===== config.mk =====
export PLATFORM = sky130hd
export DESIGN_NAME = video_in_pack_flat
export DESIGN_NICKNAME = d
export VERILOG_FILES = /design/src/rtl/video_in_pack_if.sv /design/src/rtl/video_in_pack.sv /design/src/flat_wrapper.sv
export SDC_FILE = /design/constraint.sdc
export NUM_CORES = 1
export LEC_CHECK = 0
export CAP_MARGIN = 10
export CORE_MARGIN = 4
export CORE_UTILIZATION = 49
export DETAILED_ROUTE_END_ITERATION = 8
export GPL_TIMING_DRIVEN = 0
export PLACE_DENSITY = 0.75
export SLEW_MARGIN = 15
export SYNTH_ARGS = -nofsm -noshare
export SYNTH_HDL_FRONTEND = slang
export SYNTH_SLANG_ARGS = --single-unit

===== constraint.sdc =====
create_clock -name clk -period 1.8 [get_ports clk]
set_input_delay 0.36 -clock clk [delete_from_list [all_inputs] [get_ports clk]]
set_output_delay 0.36 -clock clk [all_outputs]
set_load 0.1 [all_outputs]

===== src/rtl/video_in_pack_if.sv =====
`default_nettype none
// ============================================================================
// Module   : video_in_pack_if
// Purpose  : Pixel-stream input, FIFO write side and status of video_in_pack.
//            Optional error counters exist when VIDEO_IN_ERR_CNT_EN is defined.
// Revision : 1.0  initial release
// ============================================================================
interface video_in_pack_if #(
  parameter int PIX_W = 8,
  parameter int PACK  = 4
);
  logic                  line_valid;
  logic                  frame_valid;
  logic [PIX_W-1:0]      pixel_in;
  logic                  fifo_full;
  logic                  w_e;
  logic [PIX_W*PACK-1:0] w_data;
  logic                  frame_done;
  logic                  err_line;
  logic                  err_frame;
  logic                  ovf;
`ifdef VIDEO_IN_ERR_CNT_EN
  logic [15:0]           err_line_cnt;
  logic [15:0]           err_frame_cnt;
  logic [15:0]           ovf_cnt;
`endif

`ifdef VIDEO_IN_ERR_CNT_EN
  modport master (
    output line_valid, frame_valid, pixel_in, fifo_full,
    input  w_e, w_data, frame_done, err_line, err_frame, ovf,
    input  err_line_cnt, err_frame_cnt, ovf_cnt
  );
  modport slave (
    input  line_valid, frame_valid, pixel_in, fifo_full,
    output w_e, w_data, frame_done, err_line, err_frame, ovf,
    output err_line_cnt, err_frame_cnt, ovf_cnt
  );
`else
  modport master (
    output line_valid, frame_valid, pixel_in, fifo_full,
    input  w_e, w_data, frame_done, err_line, err_frame, ovf
  );
  modport slave (
    input  line_valid, frame_valid, pixel_in, fifo_full,
    output w_e, w_data, frame_done, err_line, err_frame, ovf
  );
`endif
endinterface
`default_nettype wire


===== src/rtl/video_in_pack.sv =====
`default_nettype none
// ============================================================================
// Module   : video_in_pack
// Purpose  : Video capture front-end: geometry check and PACK-pixel word packing
//            into a downstream FIFO. VIDEO_IN_ERR_CNT_EN adds error counters.
// Revision : 1.0  initial release
// ============================================================================
module video_in_pack #(
  parameter int PIX_W  = 8,
  parameter int PACK   = 4,
  parameter int WIDTH  = 640,
  parameter int HEIGHT = 480,
  parameter int CW     = 10
) (
  input wire             clk,
  input wire             RST,
  video_in_pack_if.slave bus
);
  localparam int c_SW = (PACK > 1) ? $clog2(PACK) : 1;
  localparam int c_DW = PIX_W * PACK;

  generate
    if (WIDTH % PACK != 0) begin : g_chk_pack
      $error("video_in_pack: WIDTH must be a multiple of PACK");
    end
    if ((2 ** CW) <= WIDTH || (2 ** CW) <= HEIGHT) begin : g_chk_cw
      $error("video_in_pack: CW too small for WIDTH/HEIGHT");
    end
  endgenerate

  typedef enum logic [1:0] {
    S_SYNC  = 2'd0,
    S_IDLE  = 2'd1,
    S_FRAME = 2'd2
  } state_t;

  state_t            r_state, w_state_nxt;
  logic [CW-1:0]     r_col, r_row, w_row_end;
  logic              r_col_over, r_row_over, w_row_over_end;
  logic [c_SW-1:0]   r_slot;
  logic [c_DW-1:0]   r_pack, w_pack_nxt, r_w_data;
  logic              r_lv_q, r_w_e, r_frame_done, r_err_line, r_err_frame, r_ovf;
  logic              w_accept, w_line_end, w_frame_end, w_in_range;
  logic              w_line_bad, w_frame_bad, w_last_slot, w_drop;

  always_comb begin
    w_state_nxt = r_state;
    case (r_state)
      S_SYNC:  if (!bus.frame_valid) w_state_nxt = S_IDLE;
      S_IDLE:  if (bus.frame_valid)  w_state_nxt = S_FRAME;
      S_FRAME: if (!bus.frame_valid) w_state_nxt = S_IDLE;
      default: w_state_nxt = S_SYNC;
    endcase
  end

  always_comb begin
    w_accept    = (r_state != S_SYNC) && bus.frame_valid && bus.line_valid;
    w_line_end  = r_lv_q && !w_accept;
    w_frame_end = (r_state == S_FRAME) && !bus.frame_valid;
    w_in_range  = (r_col < CW'(WIDTH)) && (r_row < CW'(HEIGHT));
    w_last_slot = (r_slot == c_SW'(PACK - 1));
    w_drop      = w_accept && w_in_range && w_last_slot && bus.fifo_full;
    // Counters stop at the limit; the over flags remember that it was exceeded.
    w_row_end      = r_row;
    w_row_over_end = r_row_over;
    if (w_line_end && (r_col != '0)) begin
      if (r_row == CW'(HEIGHT)) w_row_over_end = 1'b1;
      else                      w_row_end      = r_row + CW'(1);
    end
    w_line_bad  = (r_col != CW'(WIDTH)) || r_col_over;
    w_frame_bad = (w_row_end != CW'(HEIGHT)) || w_row_over_end;
    w_pack_nxt  = r_pack;
    for (int i = 0; i < PACK; i++) begin
      if (r_slot == c_SW'(i)) w_pack_nxt[(PACK-1-i)*PIX_W +: PIX_W] = bus.pixel_in;
    end
  end

  always_ff @(posedge clk) begin
    if (RST) begin
      r_state      <= S_SYNC;
      r_col        <= '0;
      r_row        <= '0;
      r_col_over   <= 1'b0;
      r_row_over   <= 1'b0;
      r_slot       <= '0;
      r_pack       <= '0;
      r_lv_q       <= 1'b0;
      r_w_e        <= 1'b0;
      r_w_data     <= '0;
      r_frame_done <= 1'b0;
      r_err_line   <= 1'b0;
      r_err_frame  <= 1'b0;
      r_ovf        <= 1'b0;
    end else begin
      r_state      <= w_state_nxt;
      r_lv_q       <= w_accept;
      r_w_e        <= 1'b0;
      r_frame_done <= 1'b0;
      r_err_line   <= 1'b0;
      r_err_frame  <= 1'b0;
      if (w_accept) begin
        if (r_col == CW'(WIDTH)) r_col_over <= 1'b1;
        else                     r_col      <= r_col + CW'(1);
        if (w_in_range) begin
          r_pack <= w_pack_nxt;
          r_slot <= w_last_slot ? '0 : r_slot + c_SW'(1);
          if (w_last_slot) begin
            if (bus.fifo_full) begin
              r_ovf <= 1'b1;
            end else begin
              r_w_e    <= 1'b1;
              r_w_data <= w_pack_nxt;
            end
          end
        end
      end
      if (w_line_end) begin
        r_err_line <= w_line_bad;
        r_col      <= '0;
        r_col_over <= 1'b0;
        r_slot     <= '0;
        r_row      <= w_row_end;
        r_row_over <= w_row_over_end;
      end
      if (w_frame_end) begin
        r_frame_done <= 1'b1;
        r_err_frame  <= w_frame_bad;
        r_col        <= '0;
        r_col_over   <= 1'b0;
        r_row        <= '0;
        r_row_over   <= 1'b0;
        r_slot       <= '0;
      end
    end
  end

  assign bus.w_e        = r_w_e;
  assign bus.w_data     = r_w_data;
  assign bus.frame_done = r_frame_done;
  assign bus.err_line   = r_err_line;
  assign bus.err_frame  = r_err_frame;
  assign bus.ovf        = r_ovf;

`ifdef VIDEO_IN_ERR_CNT_EN
  logic [15:0] r_err_line_cnt, r_err_frame_cnt, r_ovf_cnt;

  always_ff @(posedge clk) begin
    if (RST) begin
      r_err_line_cnt  <= '0;
      r_err_frame_cnt <= '0;
      r_ovf_cnt       <= '0;
    end else begin
      if (w_line_end && w_line_bad && (r_err_line_cnt != 16'hFFFF))
        r_err_line_cnt <= r_err_line_cnt + 16'd1;
      if (w_frame_end && w_frame_bad && (r_err_frame_cnt != 16'hFFFF))
        r_err_frame_cnt <= r_err_frame_cnt + 16'd1;
      if (w_drop && (r_ovf_cnt != 16'hFFFF))
        r_ovf_cnt <= r_ovf_cnt + 16'd1;
    end
  end

  assign bus.err_line_cnt  = r_err_line_cnt;
  assign bus.err_frame_cnt = r_err_frame_cnt;
  assign bus.ovf_cnt       = r_ovf_cnt;
`endif
endmodule
`default_nettype wire


===== src/flat_wrapper.sv =====
// flat-port wrapper written by rule: the top's interface ports become plain ports
module video_in_pack_flat 
#(
  parameter int PIX_W  = 8,
  parameter int PACK   = 4,
  parameter int WIDTH  = 640,
  parameter int HEIGHT = 480,
  parameter int CW     = 10
)
  (clk, RST, bus_line_valid, bus_frame_valid, bus_pixel_in, bus_fifo_full, bus_w_e, bus_w_data, bus_frame_done, bus_err_line, bus_err_frame, bus_ovf);
  video_in_pack_if #(.PIX_W(PIX_W), .PACK(PACK)) bus_i ();
  input wire clk;
  input wire RST;
  input wire logic [$bits(bus_i.line_valid)-1:0] bus_line_valid;
  input wire logic [$bits(bus_i.frame_valid)-1:0] bus_frame_valid;
  input wire logic [$bits(bus_i.pixel_in)-1:0] bus_pixel_in;
  input wire logic [$bits(bus_i.fifo_full)-1:0] bus_fifo_full;
  output wire logic [$bits(bus_i.w_e)-1:0] bus_w_e;
  output wire logic [$bits(bus_i.w_data)-1:0] bus_w_data;
  output wire logic [$bits(bus_i.frame_done)-1:0] bus_frame_done;
  output wire logic [$bits(bus_i.err_line)-1:0] bus_err_line;
  output wire logic [$bits(bus_i.err_frame)-1:0] bus_err_frame;
  output wire logic [$bits(bus_i.ovf)-1:0] bus_ovf;
  assign bus_i.line_valid = bus_line_valid;
  assign bus_i.frame_valid = bus_frame_valid;
  assign bus_i.pixel_in = bus_pixel_in;
  assign bus_i.fifo_full = bus_fifo_full;
  assign bus_w_e = bus_i.w_e;
  assign bus_w_data = bus_i.w_data;
  assign bus_frame_done = bus_i.frame_done;
  assign bus_err_line = bus_i.err_line;
  assign bus_err_frame = bus_i.err_frame;
  assign bus_ovf = bus_i.ovf;
  video_in_pack #(.PIX_W(PIX_W), .PACK(PACK), .WIDTH(WIDTH), .HEIGHT(HEIGHT), .CW(CW)) u_core (.clk(clk), .RST(RST), .bus(bus_i));
endmodule

Word level (Yosys, flattened, before mapping) --
Cells that the tools add are included.
Storage, ports and cells: input port bits 13, register bits 96
Operators by class: reductions and logical operators 26, magnitude comparators 2, add/subtract/negate cells 3, bitwise operators 7, equality and inequality tests 11, mux-type cells 14
Operators with widths (count):
- 2-to-1 mux 8 bit | 4
- adder 10 x 1 -> 10 bit, second input constant | 2
- 2-to-1 mux 10 bit | 2
- equality test 10 bit, second input constant | 1
- equality test 10 x 9 -> 1 bit, second input constant | 1
- less-than comparator 10 bit, second input constant | 1
- less-than comparator 10 x 9 -> 1 bit, second input constant | 1
- != test 10 bit, second input constant | 1
- != test 10 x 9 -> 1 bit, second input constant | 1
- nonzero test 10 bit | 1
- AND reduction 2 bit | 4
- AND reduction 4 bit | 2
- OR reduction 2 bit | 4
- NOT 1 bit | 7
- equality test 2 bit, second input constant | 3
- logical AND 1 bit | 6
- 2-to-1 mux 2 bit | 3
- equality test 2 x 1 -> 1 bit, second input constant | 2
- logical NOT 2 bit | 2
- 2-to-1 mux 1 bit | 4
- != test 2 bit, second input constant | 2
- one-hot mux 2 bit (2 select lines) | 1
- OR reduction 4 bit | 1
- OR reduction 3 bit | 1
- 4 further kinds | 6

Depth between registers and ports, before layout --
Gate-level depths: netlist of the first run.
depth after elaboration 9, gate-level depth with buffers 9

Least setup slack after synthesis of the first run --
No wires, ideal clock.
kind register -> register, start reg u_core.r_col[0], end reg u_core.r_err_frame (netlist: u_core.bus.err_frame), stages on the path, launching flop included 9, library setup time 0.132 ns, clock period less this slack 2.023 ns, required time 1.668 ns, path buffers 0, setup slack -0.223 ns, arrival 1.891 ns, cell sequence dfxtp_1 inv_1 ha_1 nand2b_1 nor4_4 or2_2 or3_1 a2111oi_4 a31oi_1
Between the ends: word-level cells in the longest chain between the ends 5, elaborated cells on any way between the ends 6, those cells by class 1 x eq/ne; 2 x mux; 3 x reduce/logical
Ends and longest elaborated chain:
- start: declaration | RTL line video_in_pack.sv:38 | logic [CW-1:0] r_col, r_row, w_row_end;
- start signal: assignment | RTL line video_in_pack.sv:103 | else r_col <= r_col + CW'(1);
- nonzero test 10 bit * | RTL line video_in_pack.sv:66 | if (w_line_end && (r_col != '0)) begin
- logical AND 1 bit * | RTL line video_in_pack.sv:66
- 2-to-1 mux 10 bit | RTL line video_in_pack.sv:66
- != test 10 x 9 -> 1 bit | RTL line video_in_pack.sv:71 | w_frame_bad = (w_row_end != CW'(HEIGHT)) || w_row_over_end;
- logical OR 1 bit * | RTL line video_in_pack.sv:71
- end signal: assignment | RTL line video_in_pack.sv:127 | r_err_frame <= w_frame_bad;
- end: declaration | RTL line video_in_pack.sv:42 | logic r_lv_q, r_w_e, r_frame_done, r_err_line, r_err_frame, r_ovf;
Every way passes the cells marked *; elsewhere a longest branch is shown, timed or not. A chain may end at the register's enable or synchronous reset.

Worst setup path after layout of the first run --
start reg u_core.r_state[1], end reg u_core.r_err_frame (netlist: u_core.bus.err_frame)
Between the ends: word-level cells in the longest chain between the ends 9, elaborated cells on any way between the ends 14, those cells by class 2 x eq/ne; 2 x mux; 1 x bitwise; 9 x reduce/logical
Ends and longest elaborated chain:
- start: declaration | RTL line video_in_pack.sv:37 | state_t r_state, w_state_nxt;
- start signal: assignment | RTL line video_in_pack.sv:95 | r_state <= w_state_nxt;
- nonzero test 2 bit | RTL line video_in_pack.sv:57 | w_accept = (r_state != S_SYNC) && bus.frame_valid && bus.line_valid;
- logical AND 1 bit (2 in a row) | RTL line video_in_pack.sv:57
- logical NOT 1 bit | RTL line video_in_pack.sv:58 | w_line_end = r_lv_q && !w_accept;
- logical AND 1 bit | RTL line video_in_pack.sv:58
- logical AND 1 bit | RTL line video_in_pack.sv:66
- 2-to-1 mux 10 bit | RTL line video_in_pack.sv:66
- != test 10 x 9 -> 1 bit | RTL line video_in_pack.sv:71
- logical OR 1 bit | RTL line video_in_pack.sv:71
Several ways; a longest one is shown, not always the timed one.

==> impl_metrics.tcl, run 1 <==
set metrics [dict create \
    timing.fmax_ghz 0.458 \
    grt_pass1_wl_um 15800 \
    areaGrowthSynthToFinish_pct 47.4 \
    p_per_area_nw_per_um2 669 \
    vias_per_cell 5.84 \
    r2r-end "u_core.bus.err_frame" \
    route.detailed.drc 0 \
    gp_congestion 0.831 \
    grt_util_all_layers_pct 20.6 \
    crit_path_end_kind "flop" \
    worstPathRequired_ns 2.03 \
    min_path_cells 3 \
    seq_area_frac_synth_pct 45.6 \
    die_h_um 96.8 \
    post-route-period-util_pct 121 \
    start_kind "flop" \
    syn_avg_cell_area_um2 8.64 \
    holdPathEnd "u_core.bus.w_data[7]" \
    setup_violations 68 \
    async_flop_share_pct 0 \
    ant_nets 0 \
    cts_tree "yes" \
    vias 3682 \
    core.rowCount 32 \
    synthFlopType "dfxtp_1" \
    netlist_instances 447 \
    cap_violations 0 \
    synth.distinct_cells 44 \
    rsz0062_at_grt "yes" \
    power_leakage_nw 1.90 \
    synth_area_um2 3860 \
    tightest_slew_ns 0.813 \
    min_path_type "in -> reg" \
    setup_slack_ns -0.382 \
    postCtsHoldBufs 0 \
    ys_warn_count 0 \
    synth_top_cell_area_share_pct 45.6 \
    cts-root-buf "clkbuf_8" \
    grt_max_degree 16 \
    initial_core_util_pct 50.2 \
    pin_count 50 \
    drive_above_1_share_pct 42.2 \
    r2r_start "u_core.r_state[1]" \
    holdCritStartpoint "bus_pixel_in[7]" \
    fin_crit_ns 2.18 \
    grt_pass1_vias 3270 \
    portBuffers 40 \
    synthTopCellsByArea "dfxtp_1 (46%), mux2i_1 (7.0%), nor2_1 (5.6%), a211oi_1 (5.2%), a21oi_1 (5.2%)" \
    reg2regPathDepth 6 \
    cts_buffers 9 \
    final_common_cell "dfxtp_1" \
    drv_slew 0 \
    final_cell_mix "dfxtp_1 (78), nor2_1 (46), clkdlybuf4s15_2 (37)" \
    clk_latency_ns 0.36 \
    regToRegSetupSlack_ns -0.38 \
    die_area_um2 9370 \
    violations "negative setup slack" \
    wl_per_cell_um 19.5 \
    overflow 0 \
    die_w_um 96.8 \
    crit_type "reg -> reg" \
    ir_drop_v 0.000470 \
    p_total_mw 3.81 \
    cts_buffer_depth 2 \
    syn-num-nets 468 \
    clk_pin_slew_worst_paths_ns 0.09 \
    htreeDepth 3 \
    status "complete, but fails checks" \
    n_antenna_cell 0 \
    wl_um 12300 \
    fin_nets 544 \
    cts_num_sinks 88 \
    skew_ns 0.0101 \
    synth_seq_cells 88 \
    hold_viol 0 \
    place_inst 589 \
    fin_tns_setup_ns -8.58 \
    fin_cells 630 \
    drtIter0Drc 217 \
    yosysTopAreaCell "dfxtp_1" \
    coreArea_um2 7690 \
    crit_fanout 7 \
    relSlewSlack_pct 45.8 \
    synth_edf_count 0 \
    drtPass1Iterations 5 \
    antenna_found_initial 0 \
    place.detailed.hpwl_um 6260 \
    arrival_ns 2.41 \
]
-- routing by layer --
layer  wire [um]  track usage (%)  vias to the layer above
met2        6240             34.0                      172
li1            -                -                     1680
met4         302             7.88                        0
met1        4950             26.4                     1802
met3         753             4.69                       28
met5           0                0                        -
-- Yosys cell counts, types with 2 or more instances --
library cell,count
a2111oi_4,2
a211oi_1,27
dfxtp_1,88
ha_1,8
and4_1,2
or3_1,4
o21ai_0,5
inv_1,10
or2_2,2
and3_1,3
mux2i_1,27
clkbuf_1,28
nand4_1,3
a31oi_1,2
xnor2_1,10
nand3_1,27
buf_2,7
xor2_1,6
nor2_1,58
a21oi_1,40
nor3_1,4
nand2_1,53
and2_1,2
nand2b_1,4
buf_4,3
nor3b_1,3
nand2_2,2
-- kinds of logic (layout without fill, tap and decap cells) --
logic type	Yosys count	count (layout)	share of synthesized area [%]
AO/OA/AOI/OAI	84	84	14.7
AND/OR/NAND/NOR	174	174	20.9
flip-flops	88	88	45.6
buffers and inverters	50	131	5.57
adder cells (fa/ha/maj)	8	8	2.59
multiplexers	27	27	7.00
XOR/XNOR	16	16	3.63
-- area by class of cell --
class / instances / area, um2
multi-input combinational: 309 / 2460
fill: 503 / 1990
sequential: 88 / 1780
timing repair buffer: 71 / 816
buffer: 34 / 248
clock buffer: 10 / 138
tap: 102 / 128
clock inverter: 6 / 91.3
inverter: 10 / 37.5
-- stage by stage --
| step | cell area, um2 | utilization, % | hold WS, ns | worst slack, ns |
|---|---|---|---|---|
| after CTS | 5120 | 66.6 | 0.293 | -0.379 |
| after global placement | 4400 | 57.2 | 0.442 | -0.708 |
| final | 5690 | 74.1 | 0.306 | -0.382 |
| after global routing | 5690 | 74.1 | 0.295 | -0.477 |
| after floorplan | 3870 | - | 0.433 | -0.211 |
| after detailed placement | 4400 | 57.2 | 0.447 | -0.724 |
-- worst max-delay path by stage --
stage                            from  slack, ns                     to
floorplan             u_core.r_col[2]      -0.21   u_core.bus.err_frame
global placement      bus_frame_valid      -0.71   u_core.bus.err_frame
detailed placement    bus_frame_valid      -0.72  u_core.bus.w_data[28]
CTS                   u_core.r_col[5]      -0.38   u_core.bus.err_frame
global route        u_core.r_state[1]      -0.48   u_core.bus.err_frame
finish              u_core.r_state[1]      -0.38   u_core.bus.err_frame
-- critical path, cell delays in order (launching register included) --
cell and delay, ns:
dfxtp_1 0.39, o211ai_4 0.29, nand2_2 0.18, or2_4 0.31
or3_4 0.39, a2111oi_4 0.37, a31oi_1 0.13
-- where the power goes --
part / switching (mW) / internal [mW] / leakage, nW
Clock: 0.743 / 0.828 / 0.117
Sequential: 0.0111 / 1.95 / 0.715
Combinational: 0.183 / 0.0873 / 1.07
Total: 0.937 / 2.87 / 1.90
-- flip-flops by register name, indices dropped and copies added, names as in the netlist --
register               cells
u_core.bus.w_data         32
u_core.r_pack             24
u_core.r_col              10
u_core.r_row              10
u_core.r_slot              2
u_core.r_state             2
u_core.bus.err_frame       1
u_core.bus.err_line        1
u_core.bus.frame_done      1
u_core.bus.ovf             1
u_core.bus.w_e             1
u_core.r_col_over          1
u_core.r_lv_q              1
u_core.r_row_over          1
-- timing repair --
action                                  4_1_cts  5_1_grt
endpoints found under the setup margin      112       81
resized for setup                           192      115
pin swaps                                    34       44
setup buffers                                19       11
gates cloned                                  3        2
Power figures use the tool's default switching activity.
==> run 2, diff against run 1 <==
--- a/config.mk
+++ b/config.mk
@@ -5,12 +5,12 @@
 export SDC_FILE = /design/constraint.sdc
 export NUM_CORES = 1
 export LEC_CHECK = 0
+export ABC_AREA = 1
 export CAP_MARGIN = 10
 export CORE_MARGIN = 4
-export CORE_UTILIZATION = 49
+export CORE_UTILIZATION = 51
 export DETAILED_ROUTE_END_ITERATION = 8
-export GPL_TIMING_DRIVEN = 0
-export PLACE_DENSITY = 0.75
+export PLACE_DENSITY = 0.76
 export SLEW_MARGIN = 15
 export SYNTH_ARGS = -nofsm -noshare
 export SYNTH_HDL_FRONTEND = slang
==> run 2 against run 1 <==
Compared with the run above:
- clock-buffer cell count up 2
- combinational power up 16%
- clock power down 6%
- register-to-register slack better by 0.54 ns
- highest routed layer unchanged
- die area up 10%
- final area up 1.5%
- largest power group unchanged
- the run now ends clean
==> impl_metrics.tcl, run 2 <==
set metrics [dict create \
    final_common_cell "nand2_1" \
    netlist_instances 609 \
    cts_num_sinks 96 \
    core.rowCount 33 \
    synth_adder_area_share_pct 2.24 \
    holdPathEnd "u_core.r_pack[5]" \
    min_path_type "reg -> reg" \
    fin_nets 689 \
    reg2regPathDepth 12 \
    p_per_area_nw_per_um2 685 \
    cts-root-buf "clkbuf_8" \
    multi_input_area_um2 2120 \
    crit_top_cell "nor2_1" \
    p_total_mw 3.96 \
    r2r_start "u_core.r_row[0]" \
    fillers 684 \
    synth.distinct_cells 32 \
    place.detailed.hpwl_um 7710 \
    seq_area_frac_synth_pct 43.1 \
    clk_pin_slew_worst_paths_ns 0.09 \
    async_flop_share_pct 0 \
    cap_violations 0 \
    post-route-period-util_pct 91.5 \
    holdCritStartpoint "u_core.r_pack[5]" \
    synthFlopType "dfxtp_1" \
    synth_area_um2 4460 \
    skew_ns 0.00746 \
    startpoint "u_core.r_row[0]" \
    synth-compound-area-share_pct 18.4 \
    final_util_pct 69.0 \
    regToRegSetupSlack_ns 0.15 \
    final_cell_mix "nand2_1 (119), dfxtp_1 (93), a21oi_1 (82)" \
    wl_um 10800 \
    synth_top_family_by_area "simple AND/OR/NAND/NOR gates" \
    synth-xor-area-share_pct 2.16 \
    final-seq-area_um2 1930 \
    synth_top_cell_area_share_pct 43.1 \
    initial_core_util_pct 53.2 \
    cp_top_family "simple AND/OR/NAND/NOR gates" \
    yosysTopAreaCell "dfxtp_1" \
    cp.buffers_inverters 3 \
    r2r-end "u_core.bus.err_frame" \
    cts_buffers 9 \
    cp_cell_sequence "inv_2, ha_1, inv_1, nor2_1, nand3_2, buf_4, nand3_2, nand2_1, nor2_1, nand4_1, nor2_1, nor2_1" \
    overflow 0 \
    muxShareOfSynthArea_pct 0 \
    cts_tree "yes" \
    setup_violations 0 \
    synthTopCellsByCount "nand2_1 (119), dfxtp_1 (96), a21oi_1 (82), o21ai_0 (67), inv_1 (64)" \
    crit_fanout 6 \
    die_w_um 102 \
    antenna_found_initial 0 \
    power_leakage_nw 2.19 \
    clk_latency_ns 0.36 \
    grt_max_degree 69 \
    relSlewSlack_pct 66.9 \
    drive_above_1_share_pct 19.0 \
    yosys.area_share.simple_pct 24.2 \
    arrival_ns 1.91 \
    ys_warn_count 0 \
    fin_crit_ns 1.65 \
    drtIter0Drc 274 \
    syn-num-nets 630 \
    vias 4134 \
    ant_nets 0 \
    areaGrowthSynthToFinish_pct 29.6 \
    htreeDepth 3 \
    wl_per_cell_um 13.8 \
    vias_per_cell 5.31 \
    tightest_slew_ns 0.497 \
    coreArea_um2 8380 \
    worstPathRequired_ns 2.07 \
    crit_type "reg -> reg" \
    cts_buffer_depth 2 \
    start_kind "flop" \
    hold_viol 0 \
    n_antenna_cell 0 \
    min_path_cells 2 \
    route.detailed.drc 0 \
    yosysMostFrequentCell "nand2_1" \
    ir_drop_v 0.000446 \
    grt_util_all_layers_pct 22.0 \
    dp_slack_ns -0.165 \
    gp_congestion 0.865 \
    die_h_um 102 \
    critPathSlowestCell "dfxtp_2" \
    fin_tns_setup_ns 0 \
    syn_avg_cell_area_um2 7.32 \
    worst_path_largest_cell_delay_ns 0.36 \
    synth_edf_count 0 \
    portBuffers 49 \
    setup_slack_ns 0.154 \
    grt_pass1_wl_um 18300 \
    status "completed" \
    synthTopCellsByArea "dfxtp_1 (43%), nand2_1 (10%), a21oi_1 (9.2%), o21ai_0 (7.5%), inv_1 (5.4%)" \
    grt_pass1_vias 3952 \
    die_area_um2 10300 \
    crit_path_end_kind "flop" \
    timing.fmax_ghz 0.607 \
    pin_count 50 \
    drv_slew 0 \
    drtPass1Iterations 5 \
    synth_seq_cells 96 \
]
[run 2: routing by layer]
layer / share of wire, % / GRT usage [%]
met1: 47 / 30.4
met3: 5.1 / 4.20
met4: 1.5 / 6.65
met2: 47 / 35.2
met5: 0 / 0
[run 2: worst max-delay path by stage]
| stage | slack [ns] | to | depth (start not counted) |
|---|---|---|---|
| 2_1_floorplan | 0.29 | u_core.bus.err_frame | 10 |
| 3_3_place_gp | -0.13 | u_core.bus.w_data[29] | 8 |
| 3_5_place_dp | -0.17 | u_core.bus.w_data[24] | 8 |
| 4_1_cts | 0.04 | u_core.bus.err_frame | 12 |
| 5_1_grt | -0.01 | u_core.bus.err_frame | 12 |
| 6_report | 0.15 | u_core.bus.err_frame | 12 |
[run 2: cell type report]
| type | count | area share [%] |
|---|---|---|
| well taps | 105 | 2.27 |
| clock inverters | 4 | 0.888 |
| inverters | 73 | 4.87 |
| repair buffers | 79 | 19.2 |
| clock buffers | 12 | 2.68 |
| multi-input cells | 409 | 36.7 |
| flip-flops and latches | 96 | 33.3 |
[run 2: worst reg2reg max path: stages, from the launching register on]
cell and delay, ns:
dfxtp_2 0.36, inv_2 0.08, ha_1 0.16, inv_1 0.05, nor2_1 0.15, nand3_2 0.12, buf_4 0.17, nand3_2 0.07
nand2_1 0.05, nor2_1 0.11, nand4_1 0.10, nor2_1 0.10, nor2_1 0.04
[run 2: logic make-up (layout without fill, tap and decap cells)]
group,count (synthesis),count (layout)
flip-flops,96,96
buffers and inverters,104,168
adder cells (fa/ha/maj),8,8
AO/OA/AOI/OAI,160,160
AND/OR/NAND/NOR,230,230
XOR/XNOR,11,11
[run 2: report_power, final]
| part | internal (mW) | switching, mW |
|---|---|---|
| clock network | 0.722 | 0.750 |
| logic | 0.109 | 0.204 |
| registers | 2.16 | 0.0134 |
[run 2: through the flow]
step	cell area (um2)	hold WS (ns)	instances
floorplan	4460	0.424	609
global placement	5540	0.432	762
detailed placement	5540	0.440	762
CTS	5750	0.453	778
global route	5780	0.472	778
finish	5780	0.451	778
[run 2: what timing repair did]
action	CTS	global route
resized for setup	0	13
hold buffers	0	0
setup buffers	0	0
setup endpoints to repair	0	2
==> run 3, diff against run 2 <==
--- a/config.mk
+++ b/config.mk
@@ -11,6 +11,7 @@
 export CORE_UTILIZATION = 51
 export DETAILED_ROUTE_END_ITERATION = 8
 export PLACE_DENSITY = 0.76
+export SETUP_SLACK_MARGIN = 0.5
 export SLEW_MARGIN = 15
 export SYNTH_ARGS = -nofsm -noshare
 export SYNTH_HDL_FRONTEND = slang
==> run 3 against run 2 <==
Compared with the run above:
- the flow now finishes with violations (negative setup slack)
- routed wire length increased by 110%
- register-to-register slack got worse by 0.35 ns
- fmax decreased by 17%
- hold slack got worse by 0.0057 ns
- critical path type unchanged
- critical endpoint unchanged
- largest power group unchanged
==> impl_metrics.tcl, run 3 (synthesis results as in run 2) <==
set metrics [dict create \
    status "complete, but fails checks" \
    violations "negative setup slack" \
    cts_num_sinks 96 \
    grt_util_met3_pct 5.44 \
    htreeDepth 3 \
    drv_slew 0 \
    crit_path_end_kind "flop" \
    drive_above_1_share_pct 56.6 \
    min_path_cells 3 \
    skew_ns 0.0196 \
    n_antenna_cell 0 \
    power_leakage_nw 2.90 \
    route.detailed.drc 0 \
    critPathSlowestCell "dfxtp_4" \
    cp.buffers_inverters 3 \
    cp_cell_sequence "inv_4, ha_4, inv_4, nor3_1, nand3_1, nand2_1, inv_1, nand2_2, nand2_1, nor2_1, nand4_1, nor2_1, nor2_1" \
    p_per_area_nw_per_um2 557 \
    final_common_cell "nand2_1" \
    fin_crit_ns 1.99 \
    hold_viol 0 \
    timing.fmax_ghz 0.502 \
    place_inst 764 \
    coreArea_um2 8380 \
    gp_congestion 0.872 \
    final_cell_mix "nand2_1 (86), buf_4 (55), inv_1 (54)" \
    grt_pass1_vias 4786 \
    worst_path_largest_cell_delay_ns 0.41 \
    holdCritStartpoint "bus_frame_valid" \
    fin_tns_setup_ns -0.192 \
    cap_violations 0 \
    min_path_type "in -> reg" \
    setup_violations 1 \
    final_util_pct 93.7 \
    reg2regPathDepth 13 \
    met1_usage_pct 32.6 \
    vias_per_cell 6.67 \
    regToRegSetupSlack_ns -0.19 \
    die_w_um 102 \
    drtPass1Iterations 7 \
    fin_nets 763 \
    drtIter0Drc 646 \
    cts_tree "yes" \
    portBuffers 49 \
    tightest_slew_ns 0.479 \
    die_h_um 102 \
    final_area_um2 7850 \
    met2_usage_pct 48.6 \
    arrival_ns 2.29 \
    holdPathEnd "u_core.r_state[0]" \
    cts_buffers 9 \
    grt_util_all_layers_pct 28.5 \
    wl_per_cell_um 26.4 \
    ir_drop_v 0.000593 \
    cts-root-buf "clkbuf_8" \
    pin_count 50 \
    start_kind "flop" \
    grt_pass1_wl_um 22900 \
    p_total_mw 4.37 \
    crit_fanout 4 \
    relSlewSlack_pct 67.7 \
    crit_top_cell "nor2_1" \
    r2r-end "u_core.bus.err_frame" \
    place.detailed.hpwl_um 7640 \
    grt_max_degree 38 \
    cp_top_family "simple AND/OR/NAND/NOR gates" \
    grt-busiest-layer "met2" \
    post-route-period-util_pct 111 \
    crit_type "reg -> reg" \
    die_area_um2 10300 \
    wl_um 22500 \
    postCtsHoldBufs 0 \
    cts_buffer_depth 2 \
    place_area_um2 5620 \
    initial_core_util_pct 53.2 \
    clk_latency_ns 0.41 \
    clk_pin_slew_worst_paths_ns 0.10 \
    whs_ns 0.446 \
    ant_nets 0 \
    areaGrowthSynthToFinish_pct 76.0 \
    dp_slack_ns -0.173 \
    antenna_found_initial 0 \
    setup_slack_ns -0.192 \
    r2r_start "u_core.r_row[1]" \
    vias 5680 \
    overflow 0 \
    worstPathRequired_ns 2.10 \
    rsz0062_at_grt "yes" \
    core.rowCount 33 \
    fin_cells 852 \
]
-- run 3: changes by cell type in the layout (fill, tap and decap cells not counted), sizes merged --
cell           change
clkbuf             +1
nand2              +4
clkinvlp           +1
dlygate4sd2        +2
buf               +64
inv                +1
clkinv             +3
clkdlybuf4s50      -2
-- run 3: repair_timing --
| action | CTS | global route |
|---|---|---|
| cloned | 9 | 7 |
| setup buffers | 25 | 31 |
| endpoints found under the setup margin | 125 | 114 |
| pin swaps | 26 | 58 |
| gates resized for setup | 160 | 241 |
-- run 3: per-layer routing --
metal / up-vias / share of wire, %
met2: 550 / 46
met3: 209 / 11
met1: 2654 / 34
li1: 2267 / -
met5: - / 0
met4: 0 / 8.8
-- run 3: report_power, final --
part           internal, mW  switching, mW
registers              2.14         0.0235
clock network         0.660          0.918
logic                 0.231          0.399
-- run 3: layout make-up --
class | count | area, um2
Timing Repair Buffer | 147 | 1990
Clock buffer | 9 | 124
Tap cell | 105 | 131
Multi-Input combinational cell | 413 | 3160
Timing Repair inverter | 2 | 35.0
Sequential cell | 96 | 2030
Fill cell | 242 | 532
Inverter | 73 | 299
Clock inverter | 7 | 78.8
-- run 3: how the worst max path moves through the flow --
stage / from / end / slack [ns] / cells past startpoint
after floorplan: u_core.r_row[1] / u_core.bus.err_frame / 0.37 / 10
after global placement: bus_frame_valid / u_core.bus.err_frame / -0.11 / 11
after detailed placement: bus_frame_valid / u_core.bus.w_data[12] / -0.17 / 8
after CTS: u_core.r_col[1] / u_core.bus.err_frame / 0.30 / 12
after global routing: u_core.r_row[1] / u_core.bus.err_frame / -0.17 / 13
final: u_core.r_row[1] / u_core.bus.err_frame / -0.19 / 13
-- run 3: worst min-delay path: stages --
cell and delay, ns:
dlygate4sd2_1 0.26, buf_4 0.15, nor2_1 0.04
